File: config.mk
export PLATFORM = sky130hd
export DESIGN_NAME = stats_bank_flat
export DESIGN_NICKNAME = d
export VERILOG_FILES = /design/src/rtl/stats_bank_if.sv /design/src/rtl/stats_bank.sv /design/src/flat_wrapper.sv
export SDC_FILE = /design/constraint.sdc
export NUM_CORES = 1
export LEC_CHECK = 0
export ABC_AREA = 1
export CAP_MARGIN = 0
export CORE_MARGIN = 8
export CORE_UTILIZATION = 30
export CTS_BUF_LIST = sky130_fd_sc_hd__clkbuf_2 sky130_fd_sc_hd__clkbuf_4 sky130_fd_sc_hd__clkbuf_8
export DETAILED_ROUTE_END_ITERATION = 8
export PLACE_DENSITY = 0.47
export SYNTH_ARGS = -nofsm -noshare
export SYNTH_HDL_FRONTEND = slang
export SYNTH_SLANG_ARGS = --single-unit
File: constraint.sdc
create_clock -name clk -period 6.9 [get_ports clk]
set_clock_uncertainty 0.1 [all_clocks]
set_input_delay 1.035 -clock clk [delete_from_list [all_inputs] [get_ports clk]]
set_output_delay 1.035 -clock clk [all_outputs]
set_load 0.02 [all_outputs]
File: src/rtl/stats_bank_if.sv
// stats_bank_if: bundles the stats_bank data-side signals.
// Signals: inputs (care requests, one bit per channel), random (growth channel select),
//          stats (packed per-channel stats), tick (growth tick pulse), alarm (per-channel flags).
// Modports: master drives inputs/random and observes the rest; slave is the stats_bank side.
interface stats_bank_if #(
    parameter int NCH   = 6,
    parameter int SW    = 4,
    parameter int SEL_W = 5
);
    logic [NCH-1:0]    inputs;
    logic [SEL_W-1:0]  random;
    logic [NCH*SW-1:0] stats;
    logic              tick;
    logic [NCH-1:0]    alarm;

    modport master (output inputs, random, input stats, tick, alarm);
    modport slave  (input inputs, random, output stats, tick, alarm);
endinterface

File: src/rtl/stats_bank.sv
// stats_bank: bank of saturating per-channel stats that grow on a prescaled tick and shrink on care edges.
// Ports: clk (rising-edge clock), reset (async active-high), bus (stats_bank_if.slave):
//   bus.inputs level care requests, bus.random growth select (used on tick cycles only),
//   bus.stats packed stats (channel i at [i*SW +: SW]), bus.tick registered tick pulse,
//   bus.alarm registered per-channel (stat >= ALARM_LVL) flags.
// Optional feature: define STATS_ALARM_EN to build the alarm flags; otherwise alarm is tied to 0.
module stats_bank #(
    parameter int NCH       = 6,
    parameter int SW        = 4,
    parameter int TICK_DIV  = 10_000_000,
    parameter int SEL_W     = 5,
    parameter int ALARM_LVL = 12
) (
    input logic       clk,
    input logic       reset,
    stats_bank_if.slave bus
);
    localparam int PW = $clog2(TICK_DIV);

    logic [PW-1:0]  pre;
    logic           tick_q;
    logic [NCH-1:0] inputs_q;
    logic [NCH-1:0] rise;
    logic           tick_c;
    logic           grow_ok;

    assign tick_c  = pre == PW'(TICK_DIV - 1);
    assign grow_ok = tick_c && (32'(bus.random) < NCH);
    assign rise    = bus.inputs & ~inputs_q;
    assign bus.tick = tick_q;

    // inputs_q resets to all ones so inputs already high at release are not seen as edges
    always_ff @(posedge clk or posedge reset) begin
        if (reset) begin
            pre      <= '0;
            tick_q   <= 1'b0;
            inputs_q <= '1;
        end else begin
            pre      <= tick_c ? '0 : pre + 1'b1;
            tick_q   <= tick_c;
            inputs_q <= bus.inputs;
        end
    end

    for (genvar i = 0; i < NCH; i++) begin : g_ch
        logic [SW-1:0] st;
        logic          hit;
        logic          up;
        logic          dn;
        assign hit = grow_ok && (32'(bus.random) == i);
        // growth and a decrement in the same cycle cancel, even at the saturation limits
        assign up  = hit & ~rise[i];
        assign dn  = rise[i] & ~hit;
        always_ff @(posedge clk or posedge reset) begin
            if (reset)
                st <= '0;
            else if (up && st != '1)
                st <= st + 1'b1;
            else if (dn && st != '0)
                st <= st - 1'b1;
        end
        assign bus.stats[i*SW +: SW] = st;
`ifdef STATS_ALARM_EN
        logic al;
        always_ff @(posedge clk or posedge reset) begin
            if (reset)
                al <= 1'b0;
            else
                al <= st >= SW'(ALARM_LVL);
        end
        assign bus.alarm[i] = al;
`endif
    end

`ifndef STATS_ALARM_EN
    assign bus.alarm = '0;
`endif
endmodule

File: src/flat_wrapper.sv
// flat-port wrapper written by rule: the top's interface ports become plain ports
module stats_bank_flat 
#(
    parameter int NCH       = 6,
    parameter int SW        = 4,
    parameter int TICK_DIV  = 10_000_000,
    parameter int SEL_W     = 5,
    parameter int ALARM_LVL = 12
)
  (clk, reset, bus_inputs, bus_random, bus_stats, bus_tick, bus_alarm);
  stats_bank_if #(.NCH(NCH), .SW(SW), .SEL_W(SEL_W)) bus_i ();
  input logic clk;
  input logic reset;
  input wire logic [$bits(bus_i.inputs)-1:0] bus_inputs;
  input wire logic [$bits(bus_i.random)-1:0] bus_random;
  output wire logic [$bits(bus_i.stats)-1:0] bus_stats;
  output wire logic [$bits(bus_i.tick)-1:0] bus_tick;
  output wire logic [$bits(bus_i.alarm)-1:0] bus_alarm;
  assign bus_i.inputs = bus_inputs;
  assign bus_i.random = bus_random;
  assign bus_stats = bus_i.stats;
  assign bus_tick = bus_i.tick;
  assign bus_alarm = bus_i.alarm;
  stats_bank #(.NCH(NCH), .SW(SW), .TICK_DIV(TICK_DIV), .SEL_W(SEL_W), .ALARM_LVL(ALARM_LVL)) u_core (.clk(clk), .reset(reset), .bus(bus_i));
endmodule
==> qor.yml, run 1 <==
die:
  fp-row-count: 39
  die-area_um2: 15500
  die_y_um: 124
  core_area_um2: 11400
  die_x_um: 124
  initial_core_util: 0.308
  pin_count: 44
drt:
  viasPerCell: 4.63
  remaining_drc_errors: 0
  postRouteAntennaNets: 0
  drt_wl_total_mm: 7.92
  drt_pre_antenna_iters: 4
  wl_per_cell_um: 12.6
  drtIter0Drc: 89
  vias: 2901
timing:
  setup-violations-final: 0
  slew_violations: 0
  finalSetupTns_ns: 0
  rsz0062_at_grt: "false"
  hold_ws_ns: 0.412
  max_slew_margin: 0.545
  fin_crit_sh: 0.494
  period_needed_ns: 3.41
  max_freq_mhz: 293
  hold_viol: 0
  worst-slew-pin-transition_ns: 0.682
clock_network:
  cts_buffer_depth: 2
  cts_made_buffers: 5
  cts_setup_buffers: 0
  ctsHoldBuffers: 0
  cts_tree: "yes"
  h-tree-depth: 2
  cts_num_sinks: 55
  clk_pin_slew_ns: 0.10
  clkLatencyLatePin_ns: 0.33
  cts_resized: 0
  cts_root_buf: "clkbuf_8"
global_routing:
  grt_pass1_vias: 2963
  grt-ovfl-total: 0
  grt_pass1_wl_mm: 13.8
  grt_antenna_before_repair: 0
  grt_max_degree: 52
  grt_usage: 0.105
setup_path:
  path_delay_family: "simple AND/OR/NAND/NOR gates"
  crit_type: "in -> reg"
  worstSetupStartpointType: "input pin"
  cp_cell_sequence: "clkdlybuf4s50_1 > or2_1 > nor4_1 > nand3_2 > ha_1 > nand2_1 > nand2_1 > a31oi_1 > inv_1 > nand4_1 > nand2_1 > nand2_1 > nand2_1"
  critPathMaxFanout: 6
  crit_slowest_cell: "nor4_1"
  cp.buffers_inverters: 2
  cpPeakStageDelay_ns: 0.46
  required_ns: 7.02
  critPathCaptureType: "flop"
  arrival_ns: 3.53
  crit_top_cell: "nand2_1"
power_and_ir_drop:
  power_density_nw_per_um2: 308
  total_power_mw: 1.28
  irDropWorstVdd_mv: 0.162
  p_leak_nw: 2.00
layout:
  diodes: 0
  layout_commonest_cell: "nand2_1"
  final_nets: 515
  most-common-layout-cells: "nand2_1 (103), inv_1 (63), dfrtp_1 (49)"
  drive_gt1_frac: 0.107
  fin_cells: 627
  area_delta_synth_final_pct: 17.9
synthesis:
  synth_cell_types: 37
  netlist_instances: 439
  synth_warnings: 0
  ys_seq_area_frac: 0.393
  syn-cell-area_um2: 3520
  synth-seq-cells: 55
  syn_avg_cell_area_um2: 8.02
  synthFlopType: "dfrtp_1"
  postSynth.asyncResetShare: 1.00
  synth_edf_count: 0
placed_design:
  dp_hpwl_mm: 6.09
  gp_congestion: 0.794
  port_buffers: 37
  dp.cells: 619
hold_path:
  hp-class: "reg -> reg"
status:
  outcome: "completed"
run:
  cap_violations: 0
==> layout make-up <==
cell class,instances,area (um^2)
clock buffers,6,82.6
clock inverters,2,16.3
fillers,1233,7270
inverters,67,251
multi-input cells,316,1860
flip-flops and latches,55,1380
well taps,143,179
repair buffers,38,378
==> where the power goes <==
group | leakage [nW] | total, mW | switching [mW] | internal (mW)
Clock | 0.0474 | 0.199 | 0.117 | 0.0823
Combinational | 1.27 | 0.565 | 0.298 | 0.266
Sequential | 0.690 | 0.515 | 0.120 | 0.395
==> worst register-to-register path, stage by stage, from the launching register on <==
cell     delay (ns)
dfrtp_1        0.38
ha_1           0.20
nand3_2        0.15
nor2_2         0.20
nand4_4        0.20
nor2_8         0.24
nand3_2        0.19
ha_1           0.37
nand2_1        0.08
nand2_1        0.05
a31oi_1        0.23
inv_1          0.06
nand4_1        0.10
nand2_1        0.06
nand2_1        0.05
nand2_1        0.04
==> metrics by stage <==
step,cell area [um^2],utilization,worst slack (ns)
3_5_place_dp,4050,0.355,3.15
3_3_place_gp,4050,0.355,3.22
6_report,4150,0.363,3.49
5_1_grt,4150,0.363,3.17
2_1_floorplan,3540,-,3.92
4_1_cts,4150,0.363,3.49
==> final timing paths <==
path / start / end / slack, ns / depth (start not counted)
worst max register to register: u_core.pre[0] / u_core.g_ch[0].st[3] / 4.11 / 15
min in group asynchronous: reset / u_core.g_ch[2].st[2] / 0.78 / 2
worst min register to register: u_core.pre[2] / u_core.pre[2] / 0.41 / 1
max in group asynchronous: reset / u_core.pre[4] / 5.04 / 3
worst max-delay path: bus_random[2] / u_core.g_ch[3].st[3] / 3.49 / 13
worst min-delay path: u_core.pre[2] / u_core.pre[2] / 0.41 / 1
==> cells by family (layout without fill, tap and decap cells) <==
family / count (synthesis) / count (layout) / share of synthesized area
XOR/XNOR: 21 / 21 / 0.0565
AND/OR/NAND/NOR: 240 / 240 / 0.333
AO/OA/AOI/OAI: 30 / 30 / 0.0515
other: 1 / 6 / 0.00107
flip-flops: 55 / 55 / 0.393
buffers and inverters: 73 / 113 / 0.0842
adder cells (fa/ha/maj): 19 / 19 / 0.0803
==> sequential cells by signal (all words and copies together) (netlist names) <==
name and count:
u_core.pre 24, u_core.g_ch.st 24, u_core.inputs_q 6, u_core.bus.tick 1
==> synthesized netlist by cell type, types with 5 or more instances <==
cell type | count | share of area
nand2_1 | 103 | 0.11
nor2_1 | 42 | 0.045
ha_1 | 13 | 0.046
nand3_1 | 29 | 0.041
dfrtp_1 | 49 | 0.35
a21oi_1 | 10 | 0.014
nand2_2 | 10 | 0.018
dfstp_2 | 6 | 0.045
nor3_1 | 11 | 0.016
a31oi_1 | 5 | 0.0089
xor2_1 | 15 | 0.037
nor4_1 | 7 | 0.012
fa_1 | 6 | 0.034
nand3_2 | 6 | 0.017
nor2_2 | 8 | 0.014
buf_4 | 6 | 0.013
nand4_1 | 12 | 0.021
inv_1 | 64 | 0.068
==> routing by layer <==
layer	routed length [um]	vias to the layer above	GRT usage	share of wire
li1	-	1489	-	-
met4	176	0	0.0397	0.022
met3	347	12	0.0281	0.044
met5	0	-	0	0
met1	3560	1351	0.122	0.45
met2	3830	49	0.180	0.48
Note: power is estimated with default switching activity, not from simulation.
==> run 2, diff against run 1 <==
--- a/config.mk
+++ b/config.mk
@@ -11,7 +11,7 @@
 export CORE_UTILIZATION = 30
 export CTS_BUF_LIST = sky130_fd_sc_hd__clkbuf_2 sky130_fd_sc_hd__clkbuf_4 sky130_fd_sc_hd__clkbuf_8
 export DETAILED_ROUTE_END_ITERATION = 8
-export PLACE_DENSITY = 0.47
+export PLACE_DENSITY = 0.49
 export SYNTH_ARGS = -nofsm -noshare
 export SYNTH_HDL_FRONTEND = slang
 export SYNTH_SLANG_ARGS = --single-unit
==> constraint.sdc (replaced) <==
create_clock -name clk -period 3 [get_ports clk]
set_clock_uncertainty 0.1 [all_clocks]
set_input_delay 0.45 -clock clk [delete_from_list [all_inputs] [get_ports clk]]
set_output_delay 0.45 -clock clk [all_outputs]
set_load 0.02 [all_outputs]
==> run 2 against run 1 <==
- sequential share of layout area down 0.75 points
- cell count up 1.8%
- clock power up 130%
- register-to-register slack worse by 3.7 ns
- combinational power up 130%
- first-iteration DRC count down 4.5%
- power up 130%
- critical path depth up 2
- sequential power up 130%
- hold slack better by 0.0040 ns
- critical path type is now reg -> reg
- critical endpoint is now u_core.g_ch[1].st[3]
- largest power group unchanged
==> qor.yml, run 2 (synthesized netlist as in run 1, its figures left out) <==
status:
  outcome: "completed"
power_and_ir_drop:
  switchingPower_mw: 1.22  # +130%
  p_sw_frac: 0.416  # -0.00291
  seqPwrFrac: 0.404  # about the same
  p_clk_frac: 0.154  # -0.002
  power_density_nw_per_um2: 694  # +130%
  intPower_mw: 1.72  # +130%
  irDropWorstVdd_mv: 0.375  # +130%
  total_power_mw: 2.94  # +130%
  comb_power_share: 0.442  # about the same
  p_leak_nw: 2.06  # +2.8%
die:
  die_x_um: 124  # unchanged
  pin_count: 44  # unchanged
  fp-row-count: 39  # unchanged
  initial_core_util: 0.308  # unchanged
  die-area_um2: 15500  # unchanged
  core_area_um2: 11400  # unchanged
  die_y_um: 124  # unchanged
global_routing:
  grt-ovfl-total: 0  # unchanged
  grt_max_degree: 31  # -40%
  grt_antenna_before_repair: 0  # unchanged
  grt_usage: 0.104  # -0.00118
  grt_pass1_wl_mm: 13.7  # -0.46%
  grt_pass1_vias: 2898  # -2.2%
placed_design:
  gp_congestion: 0.808  # +1.7%
  port_buffers: 37  # unchanged
  dpl_worst_slack_ns: 0.109  # -3.04 ns
  dp_hpwl_mm: 6.14  # +0.82%
  dp.cells: 627  # +1.3%
layout:
  layout_commonest_cell: "nand2_1"
  drive_gt1_frac: 0.127  # +0.0198
  final_nets: 526  # +2.1%
  multiInputGateArea_um2: 1870  # +0.61%
  diodes: 0  # unchanged
  fillers: 1231  # -0.16%
  fin_cells: 638  # +1.8%
  most-common-layout-cells: "nand2_1 (103), inv_1 (63), dfrtp_1 (49)"
  seq_area_um2: 1380  # unchanged
  area_delta_synth_final_pct: 20.6
  reg_top3: "u_core.g_ch.st x24, u_core.pre x24, u_core.inputs_q x6"
setup_path:
  cp_cell_sequence: "ha_1 > nand3_2 > nor2_2 > nand4_4 > nor2_8 > nand3_2 > ha_1 > nand2_1 > nand2_1 > a31oi_1 > inv_1 > nand4_1 > nand2_1 > nand2_1 > nand2_1"
  required_ns: 3.12  # -3.90 ns
  critPathCaptureType: "flop"
  path_delay_family: "simple AND/OR/NAND/NOR gates"
  crit_top_cell: "nand2_1"
  cp.depth: 15  # +2
  crit_path_start: "u_core.pre[0]"
  cp.buffers_inverters: 1  # -1
  arrival_ns: 2.75  # -0.78 ns
  reg2regPathDepth: 15  # unchanged
  cpPeakStageDelay_ns: 0.37  # -0.09 ns
  endpoint: "u_core.g_ch[1].st[3]"
  crit_type: "reg -> reg"
  worstSetupStartpointType: "flop"
  r2r-start: "u_core.pre[0]"
  crit_slowest_cell: "dfrtp_1"
  reg2reg_to: "u_core.g_ch[1].st[3]"
  critPathMaxFanout: 6  # unchanged
  r2r_slack_ns: 0.37  # -3.74 ns
run:
  cap_violations: 0  # unchanged
clock_network:
  cts_num_sinks: 55  # unchanged
  cts_root_buf: "clkbuf_8"
  cts_made_buffers: 5  # unchanged
  clkLatencyLatePin_ns: 0.32  # about the same
  h-tree-depth: 2  # unchanged
  cts_tree: "yes"
  ctsHoldBuffers: 0  # unchanged
  cts_buffer_depth: 2  # unchanged
  clk_pin_slew_ns: 0.10  # about the same
drt:
  remaining_drc_errors: 0  # unchanged
  top_layer: "met4"
  drt_wl_total_mm: 7.99  # +0.86%
  wl_met1_mm: 3.80  # +6.7%
  drtIter0Drc: 85  # -4.5%
  wl_met3_um: 345  # -0.58%
  vias: 2918  # +0.59%
  postRouteAntennaNets: 0  # unchanged
  wl_per_cell_um: 12.5  # -0.88%
  dr_wl_met2_mm: 3.75  # -2.1%
  viasPerCell: 4.57  # -1.1%
  drt_pre_antenna_iters: 4  # unchanged
timing:
  finalSetupTns_ns: 0  # unchanged
  hold_ws_ns: 0.416  # +0.00402 ns
  setup-violations-final: 0  # unchanged
  setup_ws_ns: 0.366  # -3.12 ns
  hold_viol: 0  # unchanged
  slew_violations: 0  # unchanged
  worst-slew-pin-transition_ns: 0.630  # -0.0523 ns
  max_slew_margin: 0.579  # +0.0343
  fin_crit_sh: 0.878
  rsz0062_at_grt: "false"
  max_freq_mhz: 380
  period_needed_ns: 2.63
hold_path:
  hp-class: "in -> async"
## run 2: worst min path at each step
stage | from | end | slack (ns) | cells past startpoint
2_1_floorplan | bus_inputs[0] | u_core.inputs_q[0] | 0.35 | 0
3_3_place_gp | u_core.g_ch[4].st[3] | u_core.g_ch[4].st[3] | 0.40 | 2
3_5_place_dp | u_core.g_ch[4].st[3] | u_core.g_ch[4].st[3] | 0.40 | 2
4_1_cts | u_core.pre[2] | u_core.pre[2] | 0.42 | 1
5_1_grt | u_core.pre[2] | u_core.pre[2] | 0.44 | 1
6_report | reset | u_core.g_ch[0].st[2] | 0.42 | 2
## run 2: routing by layer
layer | GRT usage | up-vias
li1 | - | 1512
met1 | 0.126 | 1358
met5 | 0 | -
met3 | 0.0298 | 6
met4 | 0.0298 | 0
met2 | 0.174 | 42
## run 2: stage by stage
step                utilization  area [um^2]
finish                    0.372         4250
global route              0.372         4250
CTS                       0.369         4220
detailed placement        0.361         4120
global placement          0.361         4120
floorplan                     -         3540
## run 2: power groups by stage
stage / clock network, mW / registers [mW] / logic (mW)
after floorplan: 0 / 1.34 / 0.654
after global placement: 0 / 1.21 / 1.29
after detailed placement: 0 / 1.21 / 1.32
after CTS: 0.477 / 1.20 / 1.33
after global routing: 0.500 / 1.24 / 1.46
final: 0.454 / 1.19 / 1.30
## run 2: repair_timing
item / 4_1_cts / 5_1_grt
endpoints found under the setup margin: 0 / 1
buffers inserted: 0 / 2
gates resized for setup: 0 / 0
## run 2: layout make-up
| cell class | instances | share of cell area |
|---|---|---|
| Clock buffer | 7 | 0.0212 |
| Multi-Input combinational cell | 317 | 0.441 |
| Sequential cell | 55 | 0.326 |
| Inverter | 67 | 0.0592 |
| Timing Repair Buffer | 48 | 0.110 |
| Clock inverter | 1 | 0.00118 |
| Tap cell | 143 | 0.0421 |
## run 2: worst reg2reg max path: stages, from the launching register on
cell	delay (ns)
dfrtp_1	0.37
ha_1	0.20
nand3_2	0.15
nor2_2	0.20
nand4_4	0.16
nor2_8	0.21
nand3_2	0.17
ha_1	0.36
nand2_1	0.07
nand2_1	0.04
a31oi_1	0.18
inv_1	0.06
nand4_1	0.10
nand2_1	0.06
nand2_1	0.05
nand2_1	0.04
==> run 3, diff against run 2 <==
--- a/config.mk
+++ b/config.mk
@@ -6,7 +6,7 @@
 export NUM_CORES = 1
 export LEC_CHECK = 0
 export ABC_AREA = 1
-export CAP_MARGIN = 0
+export CAP_MARGIN = 20
 export CORE_MARGIN = 8
 export CORE_UTILIZATION = 30
 export CTS_BUF_LIST = sky130_fd_sc_hd__clkbuf_2 sky130_fd_sc_hd__clkbuf_4 sky130_fd_sc_hd__clkbuf_8
==> results of run 3 <==
Final layout, timing and power as in run 2 (identical DEF).
